**src/rtl/serial_slave_port_burst.sv**
```systemverilog
// Slave endpoint of the serial bus: deserialises a header and write data over LANES bits
// per beat, drives burst memory strobes, and serialises read data back to the master.
module serial_slave_port_burst #(
   parameter int ADDR_WIDTH  = 12,
   parameter int DATA_WIDTH  = 8,
   parameter int LANES       = 1,
   parameter int BURST_WIDTH = 4,
   parameter int RD_LATENCY  = 1
) (
   input  logic                  clk,
   input  logic                  rst,
   input  logic [DATA_WIDTH-1:0] smemrdata,
   output logic                  smemwen,
   output logic                  smemren,
   output logic [ADDR_WIDTH-1:0] smemaddr,
   output logic [DATA_WIDTH-1:0] smemwdata,
   input  logic [LANES-1:0]      swdata,
   input  logic                  smode,
   input  logic                  mvalid,
   output logic [LANES-1:0]      srdata,
   output logic                  svalid,
   output logic                  sready
);

   localparam int HW   = ADDR_WIDTH + BURST_WIDTH;
   localparam int HB   = HW / LANES;
   localparam int DB   = DATA_WIDTH / LANES;
   localparam int MXHD = (HB > DB) ? HB : DB;
   localparam int MAXC = (MXHD > RD_LATENCY) ? MXHD : RD_LATENCY;
   localparam int CW   = $clog2(MAXC) + 1;
   localparam logic [CW-1:0] HB_LAST = CW'(HB - 1);
   localparam logic [CW-1:0] DB_LAST = CW'(DB - 1);
   localparam logic [CW-1:0] RL_LAST = CW'(RD_LATENCY - 1);

   typedef enum logic [2:0] {IDLE, HDR, WDATA, WMEM, RREQ, RWAIT, RDATA} state_t;

   state_t                  state_q;
   logic [CW-1:0]           cnt_q;
   logic [HW-1:0]           hdr_q;
   logic [DATA_WIDTH-1:0]   wd_q;
   logic [DATA_WIDTH-1:0]   rd_q;
   logic [ADDR_WIDTH-1:0]   cur_addr_q;
   logic [BURST_WIDTH-1:0]  rem_q;
   logic                    mode_q;
   logic                    smemwen_q;
   logic                    smemren_q;
   logic [ADDR_WIDTH-1:0]   smemaddr_q;
   logic [DATA_WIDTH-1:0]   smemwdata_q;
   logic [LANES-1:0]        srdata_q;
   logic                    svalid_q;
   logic                    sready_q;

   // LSB-first shift: each new beat lands at the top and older beats move down.
   logic [HW+LANES-1:0]         hdr_cat;
   logic [DATA_WIDTH+LANES-1:0] wd_cat;
   logic [HW-1:0]               hdr_d;
   logic [DATA_WIDTH-1:0]       wd_d;
   logic [DATA_WIDTH-1:0]       rd_d;
   logic [ADDR_WIDTH-1:0]       hdr_addr;
   logic [BURST_WIDTH-1:0]      hdr_len;
   logic                        hdr_done;
   logic                        hdr_wr;

   assign hdr_cat  = {swdata, hdr_q};
   assign wd_cat   = {swdata, wd_q};
   assign hdr_d    = hdr_cat[HW+LANES-1:LANES];
   assign wd_d     = wd_cat[DATA_WIDTH+LANES-1:LANES];
   assign rd_d     = rd_q >> LANES;
   assign hdr_addr = hdr_d[ADDR_WIDTH-1:0];
   assign hdr_len  = hdr_d[HW-1:ADDR_WIDTH];
   assign hdr_wr   = (state_q == IDLE) ? smode : mode_q;
   assign hdr_done = mvalid && (((state_q == IDLE) && (HB == 1)) ||
                                ((state_q == HDR) && (cnt_q == HB_LAST)));

   always_ff @(posedge clk) begin
      if (rst) begin
         state_q     <= IDLE;
         cnt_q       <= '0;
         hdr_q       <= '0;
         wd_q        <= '0;
         rd_q        <= '0;
         cur_addr_q  <= '0;
         rem_q       <= '0;
         mode_q      <= 1'b0;
         smemwen_q   <= 1'b0;
         smemren_q   <= 1'b0;
         smemaddr_q  <= '0;
         smemwdata_q <= '0;
         srdata_q    <= '0;
         svalid_q    <= 1'b0;
         sready_q    <= 1'b1;
      end else begin
         case (state_q)
            IDLE: if (mvalid) begin
               hdr_q    <= hdr_d;
               mode_q   <= smode;
               cnt_q    <= CW'(1);
               sready_q <= 1'b0;
               state_q  <= HDR;
            end
            HDR: if (mvalid) begin
               hdr_q <= hdr_d;
               cnt_q <= cnt_q + CW'(1);
            end
            WDATA: if (mvalid) begin
               wd_q <= wd_d;
               if (cnt_q == DB_LAST) begin
                  cnt_q       <= '0;
                  smemwen_q   <= 1'b1;
                  smemaddr_q  <= cur_addr_q;
                  smemwdata_q <= wd_d;
                  state_q     <= WMEM;
               end else begin
                  cnt_q <= cnt_q + CW'(1);
               end
            end
            WMEM: begin
               smemwen_q <= 1'b0;
               if (rem_q == '0) begin
                  sready_q <= 1'b1;
                  state_q  <= IDLE;
               end else begin
                  rem_q      <= rem_q - BURST_WIDTH'(1);
                  cur_addr_q <= cur_addr_q + ADDR_WIDTH'(1);
                  state_q    <= WDATA;
               end
            end
            RREQ: begin
               smemren_q <= 1'b0;
               cnt_q     <= '0;
               state_q   <= RWAIT;
            end
            RWAIT: if (cnt_q == RL_LAST) begin
               rd_q     <= smemrdata;
               srdata_q <= smemrdata[LANES-1:0];
               svalid_q <= 1'b1;
               cnt_q    <= '0;
               state_q  <= RDATA;
            end else begin
               cnt_q <= cnt_q + CW'(1);
            end
            RDATA: if (cnt_q == DB_LAST) begin
               svalid_q <= 1'b0;
               srdata_q <= '0;
               cnt_q    <= '0;
               if (rem_q == '0) begin
                  sready_q <= 1'b1;
                  state_q  <= IDLE;
               end else begin
                  rem_q      <= rem_q - BURST_WIDTH'(1);
                  cur_addr_q <= cur_addr_q + ADDR_WIDTH'(1);
                  smemaddr_q <= cur_addr_q + ADDR_WIDTH'(1);
                  smemren_q  <= 1'b1;
                  state_q    <= RREQ;
               end
            end else begin
               rd_q     <= rd_d;
               srdata_q <= rd_d[LANES-1:0];
               cnt_q    <= cnt_q + CW'(1);
            end
            default: state_q <= IDLE;
         endcase
         // Final header beat overrides the shift-phase state update above.
         if (hdr_done) begin
            cnt_q      <= '0;
            cur_addr_q <= hdr_addr;
            rem_q      <= hdr_len;
            if (hdr_wr) begin
               state_q <= WDATA;
            end else begin
               smemren_q  <= 1'b1;
               smemaddr_q <= hdr_addr;
               state_q    <= RREQ;
            end
         end
      end
   end

   assign smemwen   = smemwen_q;
   assign smemren   = smemren_q;
   assign smemaddr  = smemaddr_q;
   assign smemwdata = smemwdata_q;
   assign srdata    = srdata_q;
   assign svalid    = svalid_q;
   assign sready    = sready_q;

endmodule

```
**config.mk**
```make
export PLATFORM = sky130hd
export DESIGN_NAME = serial_slave_port_burst
export DESIGN_NICKNAME = d
export VERILOG_FILES = /design/src/rtl/serial_slave_port_burst.sv
export SDC_FILE = /design/constraint.sdc
export NUM_CORES = 1
export LEC_CHECK = 0
export BUFFER_PORTS_ARGS = -buffer_cell sky130_fd_sc_hd__clkbuf_2
export CAP_MARGIN = 25
export CORE_MARGIN = 3
export CORE_UTILIZATION = 50
export CTS_CLUSTER_DIAMETER = 80
export DETAILED_ROUTE_END_ITERATION = 8
export GPL_ROUTABILITY_DRIVEN = 0
export PLACE_DENSITY = 0.72
export SETUP_SLACK_MARGIN = 0.02
export SYNTH_ARGS = -nofsm -noshare
export SYNTH_HDL_FRONTEND = slang
export SYNTH_SLANG_ARGS = --single-unit
```
**constraint.sdc**
```tcl
create_clock -name clk -period 2 [get_ports clk]
set_clock_uncertainty 0.05 [all_clocks]
set_input_delay 0.3 -clock clk [delete_from_list [all_inputs] [get_ports clk]]
set_output_delay 0.3 -clock clk [all_outputs]
set_load 0.1 [all_outputs]
```
==> impl_results.md, run 1 <==
* Leakage Power at 1.837 nW
* Worst-skew pair later-pin latency at between 300 and 400 ps
* Synth top area cells: dfxtp_1, nand2_1, a21oi_1
* Vias in the first global route at 3659
* Initial antenna violation count at 0
* Worst Hold Class: input port to flop
* CTS root buf: clkbuf_8
* Wire length per cell at around 17 um
* Final non-filler cell total at ~660
* Post-place setup slack at 0.06795 ps
* Slew headroom at 58.69%
* Top_reg_cell synth: dfxtp_1
* CTS Buf Count at 9
* Gr usage total at 24.44%
* CTS clock-pin slew for the worst setup and hold paths at 90 ps
* Async SR Flop Fraction at 0%
* Cell variety after synth at between 50 and 60
* Hpwl dp at about 7.3 mm
* # clock sinks at 79
* Sequential fraction of the synthesis area at 39.74%
* Port bufs at 37
* Core area at between 7000 and 8000 sq um
* Syn Std Cell Area at 3980 sq um
* Final period utilization at 103.7%
* Area of the multi-input gates at 2406 sq um
* Failing checks: negative setup slack
* Die area at 9067 sq um
* Design internal power at 2.100 mW
* First-pass GRT wire length at 17.55 mm
* Critical path fanouts, max at 6
* Switching share of power at 26.25%
* Yosys top cell area share at 39.74%
* Share of layout cells above drive strength 1 at 26.73%
* Crit Path Class: flop to flop
* DR DRC count at 0
* YS warnings at 0
* Detailed Route Iter0 Violations at 286
* Worst-margin pin slew at 618.2 ps
* Setup crit end kind: flop
* H-tree depth at 3
* Largest net degree at the start of global routing at 28
* TritonRoute pass-1 iters at 6
* Gate Count Post-Synth at 500
* CTS tree: yes
* Layout Nets at 578
* Fmax at 482.4 MHz
* Clock share of power at 38.6%
* Crit path DAT at between 2000 and 2500 ps
* Synth Register Bits at a little under 80
* Status: finished with violations
* Maximum vdd ir drop at 0.3128 mV
* CP Launch Type: flop
* Inserted Diodes at 0
* Congestion Overflow GR at 0
* # rows at 31
* Slew Limit Fails at 0
* Max-cap viol count at 0
* Leading cell type in the layout, fill and taps excluded: nand2_1
* Die H at approximately 95 um
* Comb pwr share at 5.5%
* Reg area at 1584 sq um
* Seq pwr share at 55.9%
* Routed wire length at 11.07 mm
* Placed cell count at about 640
* Worst EP required at 2230 ps
* P&R area growth vs syn at 23.80%
* Fillers at 635
* Hold Buf Count CTS at 0
* Commonest non-fill, non-tap cells in the layout: nand2_1, dfxtp_1, a21oi_1
* Final worst slack at -73.12 ps
* Post-synth EDFFs at 0
* Final min period at 2073 ps
* Via density at 5.946
* Initial Util at 53.17%
* NetSw at ~0.75 mW
* Clock Path Buffers at 2
* Vias post-DR at 3948
* Avg Synthesized Cell Area at between 7 and 8 sq um
* Final setup viols at 15
* Pwr dens at slightly below 600 nW/um^2
* RSZ-0062 raised after global routing: true
* Cell taking the most area after synthesis: dfxtp_1
* Ports at 38
* Post-detailed-route count of antenna-violating nets at 0
* Width of the die at between 90 and 100 um
* Syn_nets at 518
* Final hold vios at 0
==> final timing paths <==
path	end	startpoint	cells after the start	slack [ps]
worst min register to register	smemwdata[0]	wd_q[1]	2	410
worst min-delay path	mode_q	smode	3	140
worst max register to register	rem_q[3]	cnt_q[1]	11	-70
worst max-delay path	rem_q[3]	cnt_q[1]	11	-70
==> area by class of cell <==
type | count | area share [%]
multi-input combinational | 376 | 48.83
clock buffer | 10 | 2.590
timing repair buffer | 87 | 12.37
inverter | 7 | 0.5333
clock inverter | 6 | 1.016
tap | 99 | 2.514
sequential | 79 | 32.15
==> power by group through the flow <==
stage / sequential [mW] / clock, mW / combinational [mW]
floorplan: 1.64 / 0 / 0.0926
global placement: 1.63 / 0 / 0.140
detailed placement: 1.63 / 0 / 0.144
CTS: 1.59 / 1.12 / 0.147
global route: 1.59 / 1.20 / 0.171
finish: 1.59 / 1.10 / 0.158
==> cell usage after synthesis, types with 9 or more instances <==
cell / number
nand2_1: 86
dfxtp_1: 79
a21oi_1: 64
nor2_1: 45
clkbuf_1: 21
o21ai_0: 15
a211oi_1: 13
buf_2: 11
nor3_1: 11
a221oi_1: 10
mux2i_1: 9
==> worst max-delay path, stage by stage, from the launching register on <==
cell and delay (ps):
dfxtp_2 340, ha_4 160, and3_4 150, ha_4 160
nand4b_1 160, buf_4 150, o22ai_4 70, nor2_2 160
buf_2 240, buf_4 140, nand2_1 40, a31oi_1 180
==> repair_timing <==
item,in CTS,in global routing
cloned,0,2
pin swaps,5,18
buffers inserted,2,9
gates resized for setup,2,43
setup endpoints to repair,15,42
==> routing by layer <==
| layer | global-route usage, % | wire (um) | vias to the layer above |
|---|---|---|---|
| met2 | 39.48 | 5163 | 148 |
| met4 | 6.971 | 220 | 0 |
| met5 | 0 | 0 | - |
| met3 | 4.657 | 679 | 25 |
| li1 | - | - | 1902 |
| met1 | 33.22 | 5002 | 1873 |
==> metrics by stage <==
stage	power [mW]	util [%]	instance area, sq um	TNS [ps]	hold slack [ps]
4_1_cts	2.861	62.44	4674	0	130.3
3_5_place_dp	1.773	59.74	4472	0	397.4
6_report	2.847	65.82	4927	-468.8	139.3
2_1_floorplan	1.728	-	4040	0	382.2
3_3_place_gp	1.769	59.74	4472	0	391.6
5_1_grt	2.963	65.82	4927	-2517	158.1
==> flip-flops by register name, indices dropped and copies added (netlist names), 3 cells and up <==
register	cells
smemwdata	8
state_q	3
cnt_q	5
rd_q	7
cur_addr_q	12
wd_q	7
rem_q	4
hdr_q	15
smemaddr	12
==> cells by family (layout without fill, tap and decap cells) <==
| group | count (synthesis) | after routing | synth area share, % |
|---|---|---|---|
| buffers and inverters | 45 | 110 | 4.904 |
| AO/OA/AOI/OAI | 141 | 141 | 22.54 |
| multiplexers | 16 | 16 | 4.244 |
| flip-flops | 79 | 79 | 39.74 |
| AND/OR/NAND/NOR | 205 | 205 | 25.02 |
| XOR/XNOR | 9 | 9 | 1.981 |
| adder cells (fa/ha/maj) | 5 | 5 | 1.572 |
(Power assumes the default switching activity.)
==> inputs of run 2 (changes only) <==
- CORE_UTILIZATION: 50 -> 31
- PLACE_DENSITY: 0.72 -> unset
==> impl_results.md, run 2 (synthesis gave the netlist of run 1 again) <==
* Crit-path leading delay family: simple AND/OR/NAND/NOR gates
* Maximum vdd ir drop at 0.4515 mV
* Final setup viols at 11
* Core area at 12260 sq um
* Fillers at 1204
* Max-cap viol count at 0
* Final min period at ~2000 ps
* Inserted Diodes at 0
* RSZ-0062 raised after global routing: true
* Via density at 5.171
* Clock share of power at about half
* Post-place setup slack at -115.6 ps
* Initial antenna violation count at 0
* H-tree depth at 3
* First-pass GRT wire length at 18.66 mm
* Leading cell type in the layout, fill and taps excluded: nand2_1
* Reg-to-Reg Start: cnt_q[1]
* Largest net degree at the start of global routing at 25
* Clock Path Buffers at 2
* # clock sinks at 79
* Seq pwr share at 46.0%
* Area of the multi-input gates at around 2400 sq um
* Reg area at 1585 sq um
* CTS root buf: clkbuf_16
* TritonRoute pass-1 iters at 4
* NetSw at 0.8334 mW
* Pwr dens at 665.4 nW/um^2
* Worst-skew pair later-pin latency at 340 ps
* CTS clock-pin slew for the worst setup and hold paths at ~60 ps
* Congestion Overflow GR at 0
* Layout Nets at between 500 and 600
* Switching share of power at between 20% and 30%
* Detailed Route Iter0 Violations at 269
* Gr usage total at 15.94%
* CTS tree: yes
* Worst-margin pin slew at 561.3 ps
* R2R cell count at 10
* Crit path from: cnt_q[1]
* Final hold vios at 0
* Design Power at between 3 and 4 mW
* Ports at 38
* Failing checks: negative setup slack
* Leakage Power at 1.926 nW
* Slew Limit Fails at 0
* Vias post-DR at roughly 3800
* Fmax at 490.4 MHz
* Die H at 119.3 um
* Final period utilization at 102.0%
* Final worst slack at -39.01 ps
* Setup crit end kind: flop
* Vias in the first global route at roughly 3800
* # rows at 40
* Wire length per cell at 15.47 um
* Worst EP required at roughly 2200 ps
* Die area at 14230 sq um
* Comb pwr share at 5.0%
* Slew headroom at approximately 63%
* Width of the die at 119.3 um
* DR DRC count at 0
* Routed wire length at ~11 mm
* Worst path bufs/invs at 3
* P&R area growth vs syn at 30.68%
* R2r setup slk at -40 ps
* Post-detailed-route count of antenna-violating nets at 0
* Worst-path cell chain: ha_4 -> and3_4 -> ha_4 -> nand4b_1 -> buf_4 -> or3_4 -> buf_6 -> buf_6 -> nor2_2 -> a211oi_1
* WP depth at 10
* Commonest non-fill, non-tap cells in the layout: nand2_1, dfxtp_1, a21oi_1
* Worst Hold Class: input port to flop
* Top reg by flops: hdr_q
* Slowest CP cell: dfxtp_2
* Initial Util at 32.46%
* CP Launch Type: flop
* Port bufs at 37
* Number of flip-flops in the largest register at 15
* Share of layout cells above drive strength 1 at 29.07%
* Crit path largest cell delay at 350 ps
* Design internal power at about 2.6 mW
* Crit path capture: smemaddr[6]
* Hpwl dp at 7.844 mm
* R2R Path End: smemaddr[6]
* Status: finished with violations
* Crit Path Class: flop to flop
* CTS Buf Count at 9
* Critical path fanouts, max at 6
* Crit path DAT at 2200 ps
[run 2: layer usage]
| metal | share of wire, % | vias up | global-route usage, % |
|---|---|---|---|
| li1 | - | 1911 | - |
| met1 | 46 | 1812 | 20.99 |
| met2 | 48 | 81 | 26.35 |
| met3 | 3.6 | 17 | 2.422 |
| met4 | 1.7 | 0 | 6.013 |
| met5 | 0 | - | 0 |
[run 2: tightest hold or removal path: cells and delay by family]
kind                   cells  cell delay (ps)
multiplexers               1               60
AND/OR/NAND/NOR            1               70
buffers and inverters      1               80
[run 2: worst min-delay path by stage]
stage	cells after the start	slack [ps]	start	endpoint
2_1_floorplan	2	380	wd_q[1]	smemwdata[0]
3_3_place_gp	2	390	smemwdata[7]	smemwdata[7]
3_5_place_dp	2	400	smemwdata[7]	smemwdata[7]
4_1_cts	3	150	smode	mode_q
5_1_grt	3	190	swdata	wd_q[7]
6_report	3	160	smode	mode_q
[run 2: area by class of cell]
| type | instances | share of cell area (%) |
|---|---|---|
| Multi-Input combinational cell | 377 | 46.24 |
| Clock buffer | 9 | 4.330 |
| Inverter | 7 | 0.5052 |
| Sequential cell | 79 | 30.48 |
| Timing Repair Buffer | 92 | 12.92 |
| Clock inverter | 7 | 1.491 |
| Tap cell | 168 | 4.041 |
[run 2: power groups by stage]
stage	clock, mW	combinational, mW	sequential (mW)
4_1_cts	1.72	0.153	1.59
5_1_grt	1.78	0.189	1.59
2_1_floorplan	0	0.0926	1.64
6_report	1.70	0.174	1.59
3_5_place_dp	0	0.148	1.63
3_3_place_gp	0	0.145	1.63
[run 2: what timing repair did]
action                     in CTS  in global routing
hold buffers                    0                  0
cloned                          2                  1
setup endpoints to repair      21                 41
setup buffers                   8                  8
gates resized for setup        15                 39
pin swaps                       7                  7
[run 2: per-stage QoR]
stage | area [sq um] | util (%) | hold slack, ps | instances | TNS, ps
2_1_floorplan | 4040 | - | 382.2 | 500 | 0
3_3_place_gp | 4568 | 37.26 | 393.3 | 704 | -38.54
3_5_place_dp | 4568 | 37.26 | 396.7 | 704 | -453.9
4_1_cts | 5030 | 41.02 | 148.0 | 730 | 0
5_1_grt | 5201 | 42.42 | 185.6 | 739 | -1747
6_report | 5201 | 42.42 | 159.9 | 739 | -268.6
==> inputs of run 3 (changes only) <==
- CELL_PAD_IN_SITES_DETAIL_PLACEMENT: unset -> 1
- CELL_PAD_IN_SITES_GLOBAL_PLACEMENT: unset -> 1
- PLACE_DENSITY_LB_ADDON: unset -> 0.1
==> impl_results.md, run 3 (synthesis gave the netlist of run 1 again) <==
* R2R Path End: smemaddr[2]
* Wire length per cell at 18.26 um
* DR DRC count at 0
* Hpwl dp at 9.241 mm
* # rows at 40
* Final hold vios at 0
* Failing checks: negative setup slack
* R2R cell count at 10
* Leading cell type in the layout, fill and taps excluded: nand2_1
* Worst-path cell chain: ha_4 -> and3_4 -> ha_4 -> nand4b_1 -> buf_4 -> or3_4 -> buf_6 -> buf_8 -> nor2_4 -> a211oi_2
* RSZ-0062 raised after global routing: true
* Slowest CP cell: or3_4
* Slew headroom at 63.26%
* Number of flip-flops in the largest register at 15
* CP Launch Type: flop
* Hold Buf Count CTS at 0
* Slew Limit Fails at 0
* Final setup viols at 5
* CTS root buf: clkbuf_16
* Crit path largest cell delay at roughly 370 ps
* Fmax at 490.2 MHz
* # clock sinks at 79
* Vias in the first global route at 3952
* Crit path DAT at ~2200 ps
* Die H at 119.3 um
* Crit path from: cnt_q[1]
* Initial antenna violation count at 0
* Final core utilization at 43.72%
* Maximum vdd ir drop at roughly 0.43 mV
* P&R area growth vs syn at 34.71%
* Hold EP: mode_q
* CTS tree: yes
* Inserted Diodes at 0
* Leakage Power at 1.973 nW
* Layout Nets at 592
* Die area at 14230 sq um
* Share of layout cells above drive strength 1 at between 30% and 40%
* Design Power at 3.574 mW
* Post-detailed-route count of antenna-violating nets at 0
* Max-cap viol count at 0
* WP depth at 10
* Core area at roughly 12000 sq um
* Fillers at 1448
* Worst Hold Class: input port to flop
* Final worst slack at -40.11 ps
* Status: finished with violations
* Critical path fanouts, max at 5
* Final min period at 2040 ps
* Crit-path leading delay family: simple AND/OR/NAND/NOR gates
* Gr usage total at approximately a fifth
* TritonRoute pass-1 iters at 4
* Vias post-DR at 3939
* Reg-to-Reg Start: cnt_q[1]
* Worst EP required at 2180 ps
* Routed wire length at ~14 mm
* Width of the die at 119.3 um
* Hold path startpoint: smode
* Ports at 38
* Clock Path Buffers at 2
* CTS clock-pin slew for the worst setup and hold paths at approximately 60 ps
* Pwr dens at between 600 and 700 nW/um^2
* Worst-skew pair later-pin latency at about 350 ps
* Setup crit end kind: flop
* Commonest non-fill, non-tap cells in the layout: nand2_1, dfxtp_1, a21oi_1
* Initial Util at 32.46%
* Largest net degree at the start of global routing at 35
* R2r setup slk at -40 ps
* Crit path top cell by count: ha_4
* Hold depth at 3
* Crit Path Class: flop to flop
* Via density at 5.273
* Final period utilization at 102.0%
* Top reg by flops: hdr_q
* Port bufs at 37
* CTS Buf Count at 9
* Detailed Route Iter0 Violations at 204
* Worst-margin pin slew at around 550 ps
* Congestion Overflow GR at 0
* Worst path bufs/invs at 3
* H-tree depth at 3
* First-pass GRT wire length at 21.74 mm
[run 3: cell types whose count changed in the layout (fill, tap and decap cells not counted), moves of 2 or more]
cell | before | now
o21ai_1 | 7 | 5
a211oi_1 | 12 | 6
buf_4 | 46 | 54
inv_6 | 3 | 0
nor2_2 | 10 | 6
a211oi_2 | 1 | 7
a21oi_2 | 2 | 0
nor2_4 | 5 | 9
clkinv_2 | 1 | 3
[run 3: repair_timing]
action,CTS,global route
pin swaps,7,11
endpoints found under the setup margin,32,40
gates cloned,2,0
setup buffers,5,3
resized for setup,26,45
[run 3: how the worst max path moves through the flow]
stage                              to  slack [ps]
final                     smemaddr[2]         -40
after global routing      smemaddr[2]        -170
after CTS                    rem_q[1]         -20
after detailed placement     rem_q[1]         -50
after global placement       rem_q[1]          30
after floorplan           smemaddr[9]          20
[run 3: per-stage QoR]
step                      cells  setup TNS [ps]  area, sq um  hold WS, ps  setup slack (ps)
final                       747          -145.9         5361        163.1            -40.11
after global routing        747           -2189         5361        179.6            -165.1
after CTS                   746          -37.40         5190        155.9            -15.59
after detailed placement    723          -341.4         4698        397.0            -50.06
after global placement      723               0         4698        391.9             27.91
after floorplan             500               0         4040        382.2             17.61
[run 3: layer usage]
| layer | track usage, % | up-vias | wire length, um |
|---|---|---|---|
| met4 | 5.369 | 0 | 134 |
| met1 | 26.25 | 1955 | 6467 |
| met2 | 30.66 | 45 | 6609 |
| met3 | 4.558 | 11 | 432 |
| li1 | - | 1928 | - |
| met5 | 0 | - | 0 |
[run 3: area by class of cell]
type	count	area (sq um)	area share, %
clock buffers	10	239.0	4.457
clock inverters	6	83.83	1.564
inverters	7	26.28	0.4901
multi-input cells	377	2480	46.25
flip-flops and latches	79	1587	29.59
well taps	168	210.2	3.921
repair buffers	100	735.7	13.72
[run 3: where the power goes]
group | total [mW] | internal, mW | switching, mW
logic | 0.168 | 0.0594 | 0.109
clock network | 1.81 | 1.12 | 0.688
registers | 1.60 | 1.58 | 0.0127
[run 3: worst reg2reg max path, cell delays in order (launching register included)]
cell      delay, ps
dfxtp_2         350
ha_4            140
and3_4          190
ha_4            120
nand4b_1        120
buf_4           180
or3_4           370
buf_6           140
buf_8           130
nor2_4           80
a211oi_2         40
